--- config.mk ---
export PLATFORM = sky130hd
export DESIGN_NAME = patp_fetch_sequencer
export DESIGN_NICKNAME = d
export VERILOG_FILES = /design/src/rtl/patp_fetch_sequencer.sv
export SDC_FILE = /design/constraint.sdc
export NUM_CORES = 1
export LEC_CHECK = 0
export ABC_CLOCK_PERIOD_IN_PS = 1800
export BUFFER_PORTS_ARGS = -buffer_cell sky130_fd_sc_hd__buf_2
export CAP_MARGIN = 25
export CORE_MARGIN = 2
export CORE_UTILIZATION = 26
export CTS_CLUSTER_DIAMETER = 100
export CTS_CLUSTER_SIZE = 40
export DETAILED_ROUTE_END_ITERATION = 10
export PLACE_DENSITY = 0.54
export SETUP_SLACK_MARGIN = 0.15
export SLEW_MARGIN = 10
export SYNTH_ARGS = -nofsm -noshare
export SYNTH_HDL_FRONTEND = slang
export SYNTH_SLANG_ARGS = --single-unit
--- constraint.sdc ---
create_clock -name clk -period 1.8 [get_ports clk]
set_clock_uncertainty 0.15 [all_clocks]
set_input_delay 0.36 -clock clk [delete_from_list [all_inputs] [get_ports clk]]
set_output_delay 0.36 -clock clk [all_outputs]
set_load 0.1 [all_outputs]
--- src/rtl/patp_fetch_sequencer.sv ---
// PATP fetch/execute control sequencer: fetches from program memory at pc,
// latches the instruction, drives the fetch/execute phase flip-flop triggers,
// hands instructions to the datapath, and owns pc, halt and watchdog errors.
module patp_fetch_sequencer #(
    parameter int ADDR_W  = 5,
    parameter int DATA_W  = 8,
    parameter int TIMEOUT = 15
) (
    input  logic              clk,
    input  logic              rst,
    input  logic              run,
    input  logic              halt_req,
    input  logic              fe_q,
    output logic              fe_set,
    output logic              fe_rst,
    output logic              mem_req,
    output logic [ADDR_W-1:0] mem_addr,
    input  logic              mem_ack,
    input  logic [DATA_W-1:0] mem_rdata,
    output logic              exec_start,
    output logic [DATA_W-1:0] ir,
    input  logic              exec_done,
    input  logic              pc_load,
    input  logic [ADDR_W-1:0] pc_load_val,
    output logic [ADDR_W-1:0] pc,
    output logic              halted,
    output logic              err,
    output logic [1:0]        err_code
);

    localparam int WD_W = (TIMEOUT < 1) ? 1 : $clog2(TIMEOUT + 1);
    localparam logic [WD_W-1:0] WD_MAX = WD_W'(TIMEOUT);
    localparam logic [2:0] OP_HALT = 3'b111;

    typedef enum logic [2:0] {
        IDLE       = 3'd0,
        FETCH      = 3'd1,
        EXEC_START = 3'd2,
        EXEC_WAIT  = 3'd3,
        ERROR      = 3'd4
    } state_t;

    state_t            state, state_d;
    logic [ADDR_W-1:0] pc_d;
    logic [DATA_W-1:0] ir_d;
    logic [1:0]        err_code_d;
    logic [WD_W-1:0]   wd, wd_d;
    logic              halt_flag, halt_flag_d;
    logic [2:0]        opcode;

    assign opcode   = ir[DATA_W-1 -: 3];
    assign mem_addr = pc;
    assign halted   = (state == IDLE);
    assign err      = (state == ERROR);

    // State, pc, ir, watchdog and error code registers
    always_ff @(posedge clk) begin
        if (rst) begin
            state     <= IDLE;
            pc        <= '0;
            ir        <= '0;
            err_code  <= 2'b00;
            wd        <= '0;
            halt_flag <= 1'b0;
        end else begin
            state     <= state_d;
            pc        <= pc_d;
            ir        <= ir_d;
            err_code  <= err_code_d;
            wd        <= wd_d;
            halt_flag <= halt_flag_d;
        end
    end

    // Next-state, datapath updates and handshake outputs
    always_comb begin
        state_d     = state;
        pc_d        = pc;
        ir_d        = ir;
        err_code_d  = err_code;
        wd_d        = wd;
        halt_flag_d = halt_flag | (halt_req && (state != IDLE));
        fe_set      = 1'b0;
        fe_rst      = 1'b0;
        mem_req     = 1'b0;
        exec_start  = 1'b0;

        case (state)
            IDLE: begin
                if (run) begin
                    state_d = FETCH;
                    wd_d    = '0;
                end
            end
            FETCH: begin
                mem_req = 1'b1;
                // An ack landing on the final watchdog count is still accepted
                if ((wd == WD_MAX) && !mem_ack) begin
                    state_d    = ERROR;
                    err_code_d = 2'b01;
                end else if (fe_q) begin
                    state_d    = ERROR;
                    err_code_d = 2'b11;
                end else if (mem_ack) begin
                    ir_d    = mem_rdata;
                    pc_d    = pc + 1'b1;
                    fe_set  = 1'b1;
                    state_d = EXEC_START;
                    wd_d    = '0;
                end else begin
                    wd_d = wd + 1'b1;
                end
            end
            EXEC_START: begin
                if (!fe_q) begin
                    state_d    = ERROR;
                    err_code_d = 2'b11;
                end else if (opcode == OP_HALT) begin
                    fe_rst  = 1'b1;
                    state_d = IDLE;
                end else begin
                    exec_start = 1'b1;
                    state_d    = EXEC_WAIT;
                    wd_d       = '0;
                end
            end
            EXEC_WAIT: begin
                if ((wd == WD_MAX) && !exec_done) begin
                    state_d    = ERROR;
                    err_code_d = 2'b10;
                end else if (!fe_q) begin
                    state_d    = ERROR;
                    err_code_d = 2'b11;
                end else if (exec_done) begin
                    fe_rst = 1'b1;
                    if (pc_load) begin
                        pc_d = pc_load_val;
                    end
                    if (halt_flag || halt_req) begin
                        state_d = IDLE;
                    end else begin
                        state_d = FETCH;
                        wd_d    = '0;
                    end
                end else begin
                    wd_d = wd + 1'b1;
                end
            end
            ERROR: begin
                fe_rst = 1'b1;
            end
            default: begin
                state_d = ERROR;
            end
        endcase

        // Halt request is consumed whenever the sequencer parks in IDLE
        if (state_d == IDLE) begin
            halt_flag_d = 1'b0;
        end
    end

endmodule
==> results of run 1 <==
flip-flops by register name (all words and copies together) (netlist names):
| register | count |
|---|---|
| state | 3 |
| halt_flag | 1 |
| mem_addr | 5 |
| ir | 8 |
| wd | 4 |
| err_code | 2 |
stage by stage:
stage	util, %	cell area, um2
after floorplan	-	1450
after global placement	37.3	1910
after detailed placement	37.3	1910
after CTS	42.7	2180
after global routing	45.8	2340
final	45.8	2340
worst max-delay path, cell delays in order, from the launching register on:
cell and delay, ps:
dfxtp_4 380, nand3b_4 200, nor3_4 210, buf_12 210
synth_stat cells, drive strengths merged, types with 2 or more instances:
library cell | number | area share, %
and3 | 2 | 0.90
nand2 | 7 | 1.9
a311oi | 4 | 3.4
nand3 | 6 | 2.2
o21a | 3 | 1.7
a21oi | 9 | 3.5
nor3b | 3 | 2.0
buf | 12 | 6.4
o211ai | 3 | 1.6
clkbuf | 2 | 0.54
a31oi | 4 | 1.8
nor3 | 6 | 2.9
nand3b | 2 | 2.0
a211oi | 3 | 2.0
dfxtp | 23 | 33
and2 | 6 | 2.7
nand2b | 4 | 1.8
o21ai | 8 | 2.9
ha | 2 | 1.8
and3b | 2 | 1.3
inv | 7 | 1.9
nor2 | 18 | 4.9
mux2i | 10 | 7.2
worst max path at each step:
stage,endpoint,cells after the start,slack [ps],start
after global routing,exec_start,3,-40,state[2]
after global placement,fe_set,5,50,fe_q
final,exec_start,3,10,state[2]
after floorplan,halt_flag,4,-260,ir[6]
after CTS,exec_start,3,4,ir[7]
after detailed placement,fe_rst,4,50,state[0]
power groups by stage:
| stage | Combinational [mW] | Clock [mW] | Sequential (mW) |
|---|---|---|---|
| 6_report | 0.509 | 0.330 | 0.558 |
| 5_1_grt | 0.537 | 0.369 | 0.562 |
| 4_1_cts | 0.478 | 0.339 | 0.554 |
| 3_5_place_dp | 0.424 | 0 | 0.568 |
| 3_3_place_gp | 0.422 | 0 | 0.568 |
| 2_1_floorplan | 0.226 | 0 | 0.626 |
final cells by class:
| type | count | area, um2 | share of cell area [%] |
|---|---|---|---|
| clock buffers | 3 | 41.3 | 1.77 |
| clock inverters | 1 | 5.00 | 0.214 |
| inverters | 7 | 28.8 | 1.23 |
| multi-input cells | 114 | 1020 | 43.5 |
| flip-flops and latches | 23 | 497 | 21.3 |
| well taps | 70 | 87.6 | 3.75 |
| repair buffers | 86 | 661 | 28.3 |
layout by cell type (no fill, tap or decap), types with 6 or more instances in the layout:
cell type  instances
a21oi_1            6
buf_12             7
buf_2             38
buf_4             33
buf_6              6
dfxtp_1           10
dfxtp_4            8
mux2i_1            9
nor2_1            15
metal layers:
metal  global-route usage (%)  wire [um]
met1                     17.3       1820
met2                     23.2       2050
met3                     3.06        234
met4                     3.82         35
met5                        0          0
timing repair:
item                                    CTS  global route
endpoints found under the setup margin   16            21
gates cloned                              0             1
resized for setup                        29            33
buffers inserted                         16             5
pin swaps                                 7            15
hold buffers                              0             0
cells by family (layout without fill, tap and decap cells):
group / count (synthesis) / after routing / synth area share (%)
multiplexers: 10 / 10 / 7.23
AND/OR/NAND/NOR: 62 / 62 / 26.4
buffers and inverters: 21 / 97 / 8.86
AO/OA/AOI/OAI: 40 / 40 / 22.4
adder cells (fa/ha/maj): 2 / 2 / 1.81
flip-flops: 23 / 23 / 33.3
==> flow_metrics.tcl, run 1 <==
set metrics [dict create \
    run_status "complete, no violations" \
    min_to "ir[1]" \
    port_buffers 46 \
    r2r_end "wd[0]" \
    cellLeakagePower_nw 0.984 \
    grt_pass1_vias 1376 \
    globalplace.congestion 0.787 \
    grt_util_all_layers_pct 13.7 \
    end_kind "output pin" \
    rsz0062_at_grt "yes" \
    ys_seq_area_share_pct 33.3 \
    grt_max_degree 22 \
    fin_tns_setup_ps 0 \
    avgSynthCellArea_um2 8.76 \
    dr.pass1.iters 4 \
    drc 0 \
    synthDistinctLibCells 45 \
    clk_path_buf_depth 2 \
    r2r_slack_ps 80 \
    antenna_found_initial 0 \
    cts_tree "done" \
    cts_max_level 1 \
    r2r-start "state[2]" \
    syn_nets 181 \
    worstSkewPairLatency_ps 260 \
    setup_slack_ps 10.0 \
    hold_depth 3 \
    max_freq_mhz 559 \
    report.final.slew_viol_count 0 \
    reg2reg_depth 6 \
    cp-start-kind "register" \
    nets 258 \
    ir_worst_vdd_mv 0.345 \
    start_util_pct 27.1 \
    synth_cells 158 \
    synth_enable_flop_cells 0 \
    hpwl_mm 2.73 \
    whs_ps 174 \
    cts_buffers 3 \
    via_per_inst 4.79 \
    tightest_slew_ps 497 \
    comb_power_share_pct 36.5 \
    p_clk_share_pct 23.6 \
    pwr-share-seq_pct 39.9 \
    die_w_um 77.0 \
    yosys_warnings 0 \
    wl_mm 4.15 \
    row_count 26 \
    ctsRootBufferMaster "clkbuf_8" \
    switching_share_pct 36.2 \
    ios 47 \
    path_class "register to output pin" \
    cp.arrival_ps 1280 \
    finalSetupViolations 0 \
    dp_slack_ps 45.8 \
    fillCellCount 472 \
    drv_cap 0 \
    coreArea_mm2 0.00511 \
    hold_viol_final 0 \
    min_path_type "input port to register" \
    finalCritPeriodShare_pct 99.4 \
    num_vias 1456 \
    netSwitchingPower_mw 0.506 \
    dieArea_mm2 0.00592 \
    internal-power_mw 0.892 \
    path_clk_slew_ps 90 \
    drive_above_1_share_pct 63.2 \
    relSlewSlack_pct 67.1 \
    min_period_ps 1790 \
    synth-async-reset-ratio_pct 0 \
    ys_ff_latch 23 \
    place_inst 278 \
    layout.cells.non_filler 304 \
    cts_sinks 23 \
    power.total_mw 1.40 \
    grt_pass1_wl_mm 6.59 \
    netlist_area_mm2 0.00138 \
    wl_per_cell_um 13.6 \
    syn2layout_area_growth_pct 68.9 \
    drt_iter0_drc 43 \
    die_h_um 77.0 \
    num_antenna_cells 0 \
    worstHoldStart "mem_rdata[1]" \
    cp.required_ps 1290 \
    critPathMaxFanout 6 \
    drtAntennaViolNets 0 \
    grt_overflow 0 \
    powerDensity_mw_per_mm2 598 \
    synthFlopType "dfxtp_1" \
]
Power figures use the tool's default switching activity.
==> run 2: changes to the inputs <==
Settings changed: ABC_CLOCK_PERIOD_IN_PS 1800 to 1610, PLACE_DENSITY 0.54 to not set.
Clock period 1.8 ns to 1.61 ns, I/O delays scaled along.
==> flow_metrics.tcl, run 2 (synthesis gave the netlist of run 1 again) <==
set metrics [dict create \
    run_status "finished, violations left" \
    violations "setup timing" \
    hold_depth 3 \
    min_period_ps 1830 \
    coreArea_mm2 0.00511 \
    num_vias 1507 \
    max_stage_delay_ps 380 \
    antenna_found_initial 0 \
    dpl-instance-area_mm2 0.00203 \
    cts_tree "done" \
    drc 0 \
    pwr-share-seq_pct 39.0 \
    largest_register_ffs 8 \
    num_antenna_cells 0 \
    hold_buffers 0 \
    path_class "register to output pin" \
    grt_util_all_layers_pct 14.3 \
    switching_share_pct 36.2 \
    report.final.slew_viol_count 0 \
    drv_cap 0 \
    wl_per_cell_um 13.3 \
    path_clk_slew_ps 90 \
    r2r_slack_ps -160 \
    end_kind "output pin" \
    reg2reg_depth 6 \
    die_w_um 77.0 \
    whs_ps 127 \
    powerDensity_mw_per_mm2 637 \
    cts_buffers 3 \
    drtAntennaViolNets 0 \
    final_common_cell "buf_4" \
    r2r_end "wd[2]" \
    hold_viol_final 0 \
    start_util_pct 27.1 \
    min_to "ir[7]" \
    finalInstanceArea_mm2 0.00251 \
    finalCoreUtilization_pct 49.1 \
    wl_mm 4.18 \
    netSwitchingPower_mw 0.578 \
    finalSetupViolations 17 \
    cts_max_level 1 \
    dr.pass1.iters 4 \
    cellLeakagePower_nw 1.05 \
    layout.cells.non_filler 314 \
    critPathMaxFanout 5 \
    clk_path_buf_depth 2 \
    cp.arrival_ps 1360 \
    cp.required_ps 1140 \
    dp_slack_ps -104 \
    cts_sinks 23 \
    relSlewSlack_pct 80.3 \
    place_inst 291 \
    globalplace.congestion 0.800 \
    grt_pass1_vias 1520 \
    p_clk_share_pct 23.6 \
    path_delay_family "flip-flops" \
    dieArea_mm2 0.00592 \
    final_cell_mix "buf_4 (47), buf_6 (21), buf_2 (20)" \
    ios 47 \
    cp.depth 4 \
    comb_power_share_pct 37.4 \
    fillCellCount 474 \
    cp-start-kind "register" \
    die_h_um 77.0 \
    port_buffers 46 \
    worstHoldStart "mem_rdata[7]" \
    finalCritPeriodShare_pct 114 \
    r2r-start "state[1]" \
    power.total_mw 1.60 \
    syn2layout_area_growth_pct 81.3 \
    max_freq_mhz 546 \
    regMostFlops "ir" \
    hpwl_mm 2.87 \
    setup_slack_ps -222 \
    rsz0062_at_grt "yes" \
    tightest_slew_ps 294 \
    worstSkewPairLatency_ps 270 \
    grt_max_degree 22 \
    ir_worst_vdd_mv 0.505 \
    internal-power_mw 1.02 \
    min_path_type "input port to register" \
    nets 268 \
    grt_pass1_wl_mm 7.07 \
    fin_tns_setup_ps -2210 \
    drive_above_1_share_pct 62.3 \
    crit_chain "buf_6, nand3b_4, nor3_4, buf_12" \
    worst-path-buf-inv 2 \
    grt_overflow 0 \
    drt_iter0_drc 41 \
    row_count 26 \
    ctsRootBufferMaster "clkbuf_8" \
    via_per_inst 4.80 \
    slowest_stage "dfxtp_4" \
]
==> run 2: final cells by class <==
| cell class | instances | area, um2 | share of cell area [%] |
|---|---|---|---|
| Multi-Input combinational cell | 114 | 996 | 39.7 |
| Tap cell | 70 | 87.6 | 3.49 |
| Clock buffer | 3 | 41.3 | 1.65 |
| Timing Repair Buffer | 96 | 845 | 33.7 |
| Inverter | 7 | 28.8 | 1.15 |
| Sequential cell | 23 | 504 | 20.1 |
| Clock inverter | 1 | 6.26 | 0.249 |
==> run 2: timing repair <==
| item | 4_1_cts | 5_1_grt |
|---|---|---|
| gates cloned | 1 | 0 |
| pin swaps | 25 | 11 |
| buffers inserted | 12 | 6 |
| gates resized for setup | 70 | 18 |
| endpoints found under the hold margin | 0 | 0 |
| setup endpoints to repair | 49 | 31 |
==> run 2: worst max path at each step <==
stage / slack (ps) / from / end
floorplan: -450 / ir[6] / halt_flag
global placement: -60 / fe_q / fe_set
detailed placement: -100 / wd[0] / halt_flag
CTS: -190 / state[1] / fe_set
global route: -280 / state[1] / exec_start
finish: -220 / state[1] / exec_start
==> run 2: power by group through the flow <==
stage | sequential (mW) | clock (mW) | combinational (mW)
2_1_floorplan | 0.697 | 0 | 0.262
3_3_place_gp | 0.626 | 0 | 0.502
3_5_place_dp | 0.627 | 0 | 0.508
4_1_cts | 0.621 | 0.405 | 0.568
5_1_grt | 0.629 | 0.418 | 0.631
6_report | 0.624 | 0.377 | 0.598
==> run 2: worst register-to-register path, delay by kind of cell (launching register included) <==
| kind | cells | cell delay (ps) |
|---|---|---|
| buf+inv | 2 | 280 |
| simple gates | 1 | 250 |
| flops | 1 | 370 |
| compound gates | 3 | 610 |
==> run 2: metal layers <==
metal,routed length [um],up-vias,track usage [%]
li1,-,746,-
met1,1770,718,17.4
met2,2200,41,26.6
met3,196,2,2.82
met4,6,0,1.82
met5,0,-,0
